<file path="src/rtl/axi_ad7124_up_axi.sv">
// AXI4-Lite slave bridging to the single-outstanding UP register bus.
// Reads and writes are serviced one at a time, with ack timeout and strobe checking.
module axi_ad7124_up_axi #(
  parameter int AXI_ADDR_WIDTH = 16,
  parameter int TIMEOUT_CYCLES = 32
) (
  input  logic                      up_clk,
  input  logic                      up_rst,
  input  logic                      s_axi_awvalid,
  output logic                      s_axi_awready,
  input  logic [AXI_ADDR_WIDTH-1:0] s_axi_awaddr,
  input  logic [2:0]                s_axi_awprot,
  input  logic                      s_axi_wvalid,
  output logic                      s_axi_wready,
  input  logic [31:0]               s_axi_wdata,
  input  logic [3:0]                s_axi_wstrb,
  output logic                      s_axi_bvalid,
  input  logic                      s_axi_bready,
  output logic [1:0]                s_axi_bresp,
  input  logic                      s_axi_arvalid,
  output logic                      s_axi_arready,
  input  logic [AXI_ADDR_WIDTH-1:0] s_axi_araddr,
  input  logic [2:0]                s_axi_arprot,
  output logic                      s_axi_rvalid,
  input  logic                      s_axi_rready,
  output logic [31:0]               s_axi_rdata,
  output logic [1:0]                s_axi_rresp,
  output logic                      up_wreq,
  output logic [13:0]               up_waddr,
  output logic [31:0]               up_wdata,
  input  logic                      up_wack,
  output logic                      up_rreq,
  output logic [13:0]               up_raddr,
  input  logic [31:0]               up_rdata,
  input  logic                      up_rack
);

  typedef enum logic [2:0] {IDLE, WREQ, WWAIT, WRESP, RREQ, RWAIT, RRESP} state_t;

  state_t      state;
  logic        aw_held, w_held, ar_held;
  logic [13:0] awaddr_q, araddr_q;
  logic [31:0] wdata_q;
  logic [3:0]  wstrb_q;
  logic [7:0]  cnt;
  logic        last_wr;

  logic        aw_hs, w_hs, ar_hs;
  logic        wr_elig, rd_elig, contested, grant_wr, grant_rd;
  logic [13:0] awaddr_n, araddr_n;
  logic [31:0] wdata_n;
  logic [3:0]  wstrb_n;
  logic        timeout;
  logic        unused_bits;

  assign unused_bits = ^{s_axi_awprot, s_axi_arprot, s_axi_awaddr, s_axi_araddr};

  assign s_axi_awready = !up_rst && (state == IDLE) && !aw_held;
  assign s_axi_wready  = !up_rst && (state == IDLE) && !w_held;
  assign s_axi_arready = !up_rst && (state == IDLE) && !ar_held;

  // Eligibility includes a handshake in progress so a fresh request is granted
  // on the same edge that captures it, giving the N+1 request latency.
  always_comb begin
    aw_hs     = s_axi_awvalid && s_axi_awready;
    w_hs      = s_axi_wvalid && s_axi_wready;
    ar_hs     = s_axi_arvalid && s_axi_arready;
    awaddr_n  = aw_hs ? s_axi_awaddr[15:2] : awaddr_q;
    araddr_n  = ar_hs ? s_axi_araddr[15:2] : araddr_q;
    wdata_n   = w_hs ? s_axi_wdata : wdata_q;
    wstrb_n   = w_hs ? s_axi_wstrb : wstrb_q;
    wr_elig   = (state == IDLE) && (aw_held || aw_hs) && (w_held || w_hs);
    rd_elig   = (state == IDLE) && (ar_held || ar_hs);
    contested = wr_elig && rd_elig;
    grant_wr  = contested ? !last_wr : wr_elig;
    grant_rd  = contested ? last_wr : rd_elig;
    timeout   = (cnt == 8'(TIMEOUT_CYCLES - 1));
  end

  always_ff @(posedge up_clk) begin
    if (up_rst) begin
      state        <= IDLE;
      aw_held      <= 1'b0;
      w_held       <= 1'b0;
      ar_held      <= 1'b0;
      awaddr_q     <= '0;
      araddr_q     <= '0;
      wdata_q      <= '0;
      wstrb_q      <= '0;
      cnt          <= '0;
      last_wr      <= 1'b1;
      s_axi_bvalid <= 1'b0;
      s_axi_bresp  <= '0;
      s_axi_rvalid <= 1'b0;
      s_axi_rdata  <= '0;
      s_axi_rresp  <= '0;
      up_wreq      <= 1'b0;
      up_waddr     <= '0;
      up_wdata     <= '0;
      up_rreq      <= 1'b0;
      up_raddr     <= '0;
    end else begin
      up_wreq <= 1'b0;
      up_rreq <= 1'b0;
      if (aw_hs) begin
        aw_held  <= 1'b1;
        awaddr_q <= awaddr_n;
      end
      if (w_hs) begin
        w_held  <= 1'b1;
        wdata_q <= wdata_n;
        wstrb_q <= wstrb_n;
      end
      if (ar_hs) begin
        ar_held  <= 1'b1;
        araddr_q <= araddr_n;
      end
      case (state)
        IDLE: begin
          // Only contested grants move the fairness pointer.
          if (contested) last_wr <= grant_wr;
          if (grant_wr) begin
            if (wstrb_n != 4'hF) begin
              s_axi_bresp  <= 2'b10;
              s_axi_bvalid <= 1'b1;
              state        <= WRESP;
            end else begin
              up_wreq  <= 1'b1;
              up_waddr <= awaddr_n;
              up_wdata <= wdata_n;
              state    <= WREQ;
            end
          end else if (grant_rd) begin
            up_rreq  <= 1'b1;
            up_raddr <= araddr_n;
            state    <= RREQ;
          end
        end
        WREQ: begin
          cnt   <= '0;
          state <= WWAIT;
        end
        WWAIT: begin
          if (up_wack || timeout) begin
            s_axi_bresp  <= up_wack ? 2'b00 : 2'b10;
            s_axi_bvalid <= 1'b1;
            state        <= WRESP;
          end else begin
            cnt <= cnt + 8'd1;
          end
        end
        WRESP: begin
          if (s_axi_bready) begin
            s_axi_bvalid <= 1'b0;
            aw_held      <= 1'b0;
            w_held       <= 1'b0;
            state        <= IDLE;
          end
        end
        RREQ: begin
          cnt   <= '0;
          state <= RWAIT;
        end
        RWAIT: begin
          if (up_rack || timeout) begin
            s_axi_rdata  <= up_rack ? up_rdata : 32'hDEAD_DEAD;
            s_axi_rresp  <= up_rack ? 2'b00 : 2'b10;
            s_axi_rvalid <= 1'b1;
            state        <= RRESP;
          end else begin
            cnt <= cnt + 8'd1;
          end
        end
        RRESP: begin
          if (s_axi_rready) begin
            s_axi_rvalid <= 1'b0;
            ar_held      <= 1'b0;
            state        <= IDLE;
          end
        end
        default: state <= IDLE;
      endcase
    end
  end

endmodule

</file>
<file path="config.mk">
export PLATFORM = sky130hd
export DESIGN_NAME = axi_ad7124_up_axi
export DESIGN_NICKNAME = d
export VERILOG_FILES = /design/src/rtl/axi_ad7124_up_axi.sv
export SDC_FILE = /design/constraint.sdc
export NUM_CORES = 1
export LEC_CHECK = 0
export ABC_AREA = 1
export BUFFER_PORTS_ARGS = -buffer_cell sky130_fd_sc_hd__buf_2
export CORE_MARGIN = 1
export CORE_UTILIZATION = 52
export DETAILED_ROUTE_END_ITERATION = 10
export PLACE_DENSITY = 0.8
export SLEW_MARGIN = 10
export SYNTH_ARGS = -nofsm -noshare
export SYNTH_HDL_FRONTEND = slang
export SYNTH_SLANG_ARGS = --single-unit
export TNS_END_PERCENT = 10
</file>
<file path="constraint.sdc">
create_clock -name up_clk -period 1.94 [get_ports up_clk]
set_input_delay 0.194 -clock up_clk [delete_from_list [all_inputs] [get_ports up_clk]]
set_output_delay 0.194 -clock up_clk [all_outputs]
set_load 0.02 [all_outputs]
</file>
# After elaboration in Yosys (flattened, before gate mapping)

Cells that the tools add are included.
W data, S select, Z words.

Bitwise gates (word level): 3
Mux-type cells: 43
Add/sub/neg operators: 1
Reduce and logical (&&, ||, !) cells: 38
Equal/unequal tests: 17

Operators by type and width:

| cell                  | count |
|---|---|
| $mux W32              | 2 |
| $mux W14              | 2 |
| $pmux W8 S3           | 1 |
| $pmux W3 S7           | 1 |
| $mux W1               | 19 |
| $mux W3               | 6 |
| $mux W8               | 2 |
| $ne A2 B2 Y1 const B  | 7 |
| $mux W2               | 6 |
| $reduce_and A3 Y1     | 4 |
| $logic_and A1 B1 Y1   | 11 |
| $reduce_and A5 Y1     | 2 |
| $eq A3 B3 Y1 const B  | 3 |
| $add A8 B1 Y8 const B | 1 |
| $eq A8 B5 Y1 const B  | 1 |
| $eq A3 B2 Y1 const B  | 2 |
| $reduce_bool A3 Y1    | 2 |
| $reduce_or A3 Y1      | 2 |
| $logic_not A1 Y1      | 5 |
| $logic_or A1 B1 Y1    | 5 |
| $mux W4               | 1 |
| $ne A4 B4 Y1 const B  | 1 |
| $pmux W2 S2           | 1 |
| $reduce_and A2 Y1     | 2 |
| 10 further kinds      | 13 |

Output and inout port bits: 103
Bits of input ports: 115
Word-level logic and storage cells: 122
Register bits: 179

# Longest topological paths before layout

Depth in word-level cells: 12
Mapped depth: 14

# Worst setup path after synthesis

OpenSTA, ideal clock, no wires.

Path kind: reg-to-reg
From: register state[0]
To: register up_wdata[17]
Slack: 0.105 ns
Buffers on the path: 2
Stages on the path, launching flop included: 13
Clock period less this slack: 1.835 ns
Arrival time: 1.703 ns
Data required time: 1.808 ns
Setup time: 0.132 ns
Path through: dfxtp_1 nor2_4 nand3_4 nor2_2 nand2_1 nand2_2 nand3_4 nor2_4 nand3_2 buf_6 buf_4 nand2_1 a21oi_1

Word-level cells in the longest chain between the ends: 10
Elaborated cells between the ends (all ways): 21

Ends and longest elaborated chain:

| item                                  | RTL line | RTL |
|---|---|---|
| start, declared                       | 40       | `state_t state;` |
| start signal, assigned                | 82       | `state <= IDLE;` |
| start signal, assigned                | 126      | `state <= WRESP;` |
| start signal, assigned                | 131      | `state <= WREQ;` |
| $logic_not A3 Y1 (*)                  | 58       | `assign s_axi_awready = !up_rst && (state == IDLE) && !aw_held;` |
| $logic_and A1 B1 Y1 (*) (2 in series) | 58       |  |
| net s_axi_awready                     | 10       | `output logic s_axi_awready,` |
| $logic_and A1 B1 Y1 (*)               | 65       | `aw_hs = s_axi_awvalid && s_axi_awready;` |
| $logic_or A1 B1 Y1 (*)                | 72       | `wr_elig = (state == IDLE) && (aw_held \|\| aw_hs) && (w_held \|\| w_hs);` |
| $logic_and A1 B1 Y1 (*) (2 in series) | 72       |  |
| $logic_and A1 B1 Y1                   | 74       | `contested = wr_elig && rd_elig;` |
| $mux W1 (*)                           | 75       | `grant_wr = contested ? !last_wr : wr_elig;` |
| $reduce_and A3 Y1 (no line) (*)       | -        |  |
| end signal, assigned                  | 130      | `up_wdata <= wdata_n;` |
| end, declared                         | 30       | `output logic [31:0] up_wdata,` |

Mark *: on every way through the listed nets, which the timed path passes. The rest lies on a longest branch.
A chain may end at the register's enable or synchronous reset.

# Final worst setup path

From: register state[1]
To: register up_wdata[29]

Word-level cells in the longest chain between the ends: 10
Elaborated cells between the ends (all ways): 21

Ends and longest elaborated chain:

| item                              | RTL line |
|---|---|
| $logic_not A3 Y1 (*)              | - |
| $logic_and A1 B1 Y1               | 58, 59, 60 |
| $logic_and A1 B1 Y1               | 58 |
| $logic_and A1 B1 Y1               | 65 |
| $logic_or A1 B1 Y1                | 72 |
| $logic_and A1 B1 Y1 (2 in series) | 72 |
| $logic_and A1 B1 Y1               | 74 |
| $mux W1                           | 75 |
| $reduce_and A3 Y1 (no line)       | - |

Every way passes the cells marked *; elsewhere a longest branch is shown, timed or not.

==> impl_metrics.yaml <==
pwr:
  power_mw: 12.4
  leakage_nw: 4.60
  ir_drop_mv: 0.730
  powerDensity_nw_per_um2: 1330
floorplan:
  die_x_um: 120
  core_sq_um: 13500
  ioPinCount: 218
  dieArea_sq_um: 14500
  row_count: 42
  initial_utilization_pct: 54.2
  die_height_um: 120
route:
  dr_total_vias: 6863
  via_per_inst: 5.11
  drt_iter0_markers: 557
  finalWirelength_um: 18400
  dr.pass1.iters: 7
  post_drt_wl_per_cell_um: 13.7
  drc: 0
  ant_nets: 0
clock_tree:
  cts_tree: "yes"
  cts_max_path_buffers: 2
  cts_buffers: 17
  clk_pin_slew_worst_paths_ps: 60
  cts-root-buf: "clkbuf_16"
  insertion_delay_ps: 420
  ctsHtreeMaxLevel: 4
  cts.sinks: 177
timing:
  finalCritPeriodShare_pct: 97.9
  tightest_slew_ps: 642
  hold_violations: 0
  relSlewSlack_pct: 56.8
  setup_viol: 0
  fin_crit_ps: 1900
  holdWs_ps: 18.7
  finClkSkew_ps: 7.36
  rsz0062_at_grt: "true"
  drv_slew: 0
  max_freq_mhz: 526
logic_synthesis:
  ys_warn_count: 0
  synth-seq-area-share_pct: 48.6
  yosys_most_used_dff: "dfxtp_1"
  async_flop_share_pct: 0
  syn_avg_cell_area_sq_um: 7.71
  ys_ff_latch: 177
  synth_area_sq_um: 7300
  synth_edf_count: 0
  postSynthCellCount: 946
  ys_types: 36
critical_path:
  cp-start-kind: "flop"
  path_max_fanout: 21
  arrival_ps: 2180
  worstReg2RegEnd: "up_wdata[29]"
  r2r_start: "state[1]"
  worst_r2r_path_depth: 11
  critical_path_class: "flop to flop"
  crit_path_end_kind: "flop"
  rrSetupSlack_ps: 40
  required_ps: 2220
cells_and_area:
  synthToLayoutAreaGrowth_pct: 27.1
  final_cell_mix: "buf_2, dfxtp_1, nand2_1, nor2_1, inv_1"
  layout-drive-gt1-share_pct: 29.4
  final_common_cell: "buf_2"
  multiInputGateArea_sq_um: 3010
  seq_area_sq_um: 3550
  fill_cells: 1155
  final_util_pct: 69.0
  fin_nets: 1267
placement:
  io_buffers: 205
  place_congestion: 0.818
  hpwlAfterDp_um: 11800
global_route:
  grt.total_usage_pct: 25.5
  grt_pass1_wl_um: 29600
  grt-ovfl-total: 0
  antenna_found_initial: 3
  grt_pass1_vias: 6270
  grt_max_degree: 136
min_path:
  hold_depth: 3
  hold_end: "s_axi_rdata[16]"
  hp-class: "primary input to flop"
  hp-start: "up_rdata[16]"
status:
  status: "finished clean"
job:
  drv_cap: 0
metal layers:
metal | share of wire, % | global-route usage [%] | wire, um | up-vias
met2 | 48 | 41.1 | 8820 | 232
met1 | 43 | 32.3 | 7950 | 3156
met4 | 1.8 | 9.34 | 323 | 0
li1 | - | - | - | 3453
met3 | 7.0 | 7.64 | 1290 | 22
met5 | 0 | 0 | 0 | -
power by group:
part           internal [mW]  total [mW]  switching (mW)
clock network           2.12        3.50            1.38
logic                   1.64        4.40            2.76
registers               4.24        4.48           0.237
total                   8.01        12.4            4.37
stage by stage:
| step | area, sq um | setup slack (ps) | cells | setup TNS, ps |
|---|---|---|---|---|
| 3_5_place_dp | 8460 | -20.4 | 1294 | -20.4 |
| 2_1_floorplan | 7300 | 105 | 947 | 0 |
| 3_3_place_gp | 8460 | 103 | 1294 | 0 |
| 5_1_grt | 9280 | -48.5 | 1342 | -848 |
| 6_report | 9280 | 40.6 | 1342 | 0 |
| 4_1_cts | 9210 | 2.44 | 1339 | 0 |
final cells by class:
cell class / instances / area share (%)
diodes: 2 / 0.0540
clock buffers: 22 / 5.11
clock inverters: 10 / 1.43
inverters: 115 / 4.73
multi-input cells: 591 / 32.4
flip-flops and latches: 177 / 38.2
well taps: 176 / 2.37
repair buffers: 249 / 15.7
logic make-up after synthesis:
| group | count (synthesis) | share of synthesized area [%] |
|---|---|---|
| AND/OR/NAND/NOR | 404 | 26.8 |
| AO/OA/AOI/OAI | 182 | 13.4 |
| buffers and inverters | 179 | 10.8 |
| flip-flops | 177 | 48.6 |
| XOR/XNOR | 2 | 0.240 |
| adder cells (fa/ha/maj) | 1 | 0.171 |
| other | 1 | 0.0514 |
Yosys cell counts (2+ instances only):
| master | count | share of area (%) |
|---|---|---|
| inv_2 | 2 | 0.10 |
| o21bai_1 | 2 | 0.21 |
| o21a_1 | 14 | 1.4 |
| or2_2 | 46 | 3.9 |
| inv_1 | 111 | 5.7 |
| nand2_4 | 4 | 0.62 |
| buf_6 | 8 | 1.2 |
| nor2_2 | 4 | 0.34 |
| nor3_1 | 39 | 2.7 |
| a31oi_1 | 14 | 1.2 |
| buf_4 | 10 | 1.0 |
| nand3_2 | 3 | 0.41 |
| dfxtp_1 | 177 | 49 |
| a21oi_1 | 69 | 4.7 |
| nand3_4 | 2 | 0.48 |
| nand2_1 | 123 | 6.3 |
| nand2_2 | 2 | 0.17 |
| o21ai_0 | 81 | 5.6 |
| nor2_4 | 4 | 0.62 |
| clkbuf_1 | 34 | 1.7 |
| nand4_1 | 49 | 4.2 |
| nor2_1 | 115 | 5.9 |
| nand3_1 | 9 | 0.62 |
| buf_2 | 12 | 0.82 |
timing repair:
action                     CTS  global route
hold buffers                13             0
hold endpoints to repair    13             0
setup endpoints to repair    1            51
pin swaps                    0             5
gates resized for setup      3            16
setup buffers                0             1
registers in the layout, summed over array words and instances, names as in the netlist:
register / flops
cnt: 8
s_axi_bvalid: 1
up_raddr: 14
state: 3
s_axi_rdata: 32
up_rreq: 1
awaddr_q: 14
wdata_q: 32
aw_held: 1
up_wreq: 1
w_held: 1
wstrb_q: 4
s_axi_bresp: 1
s_axi_rresp: 1
last_wr: 1
up_waddr: 14
up_wdata: 32
ar_held: 1
s_axi_rvalid: 1
araddr_q: 14
worst max-delay path by stage:
stage | start | end | slack (ps) | cells after the start
after floorplan | state[0] | up_wdata[17] | 110 | 12
after global placement | state[2] | up_waddr[6] | 100 | 10
after detailed placement | state[2] | up_waddr[4] | -20 | 10
after CTS | state[2] | up_wdata[29] | 2 | 11
after global routing | state[1] | up_wdata[29] | -50 | 10
final | state[1] | up_wdata[29] | 40 | 11
critical path: stages, from the launching register on:
cell     delay, ps
dfxtp_2        330
nor2_4         150
nand3_4        140
nor2_4         150
nand2_4         90
nand2_4         90
nand3_4        100
nor2_4         220
nand3_4        130
buf_12         180
nand2_1         90
a21oi_1         80
(Power assumes the default switching activity.)
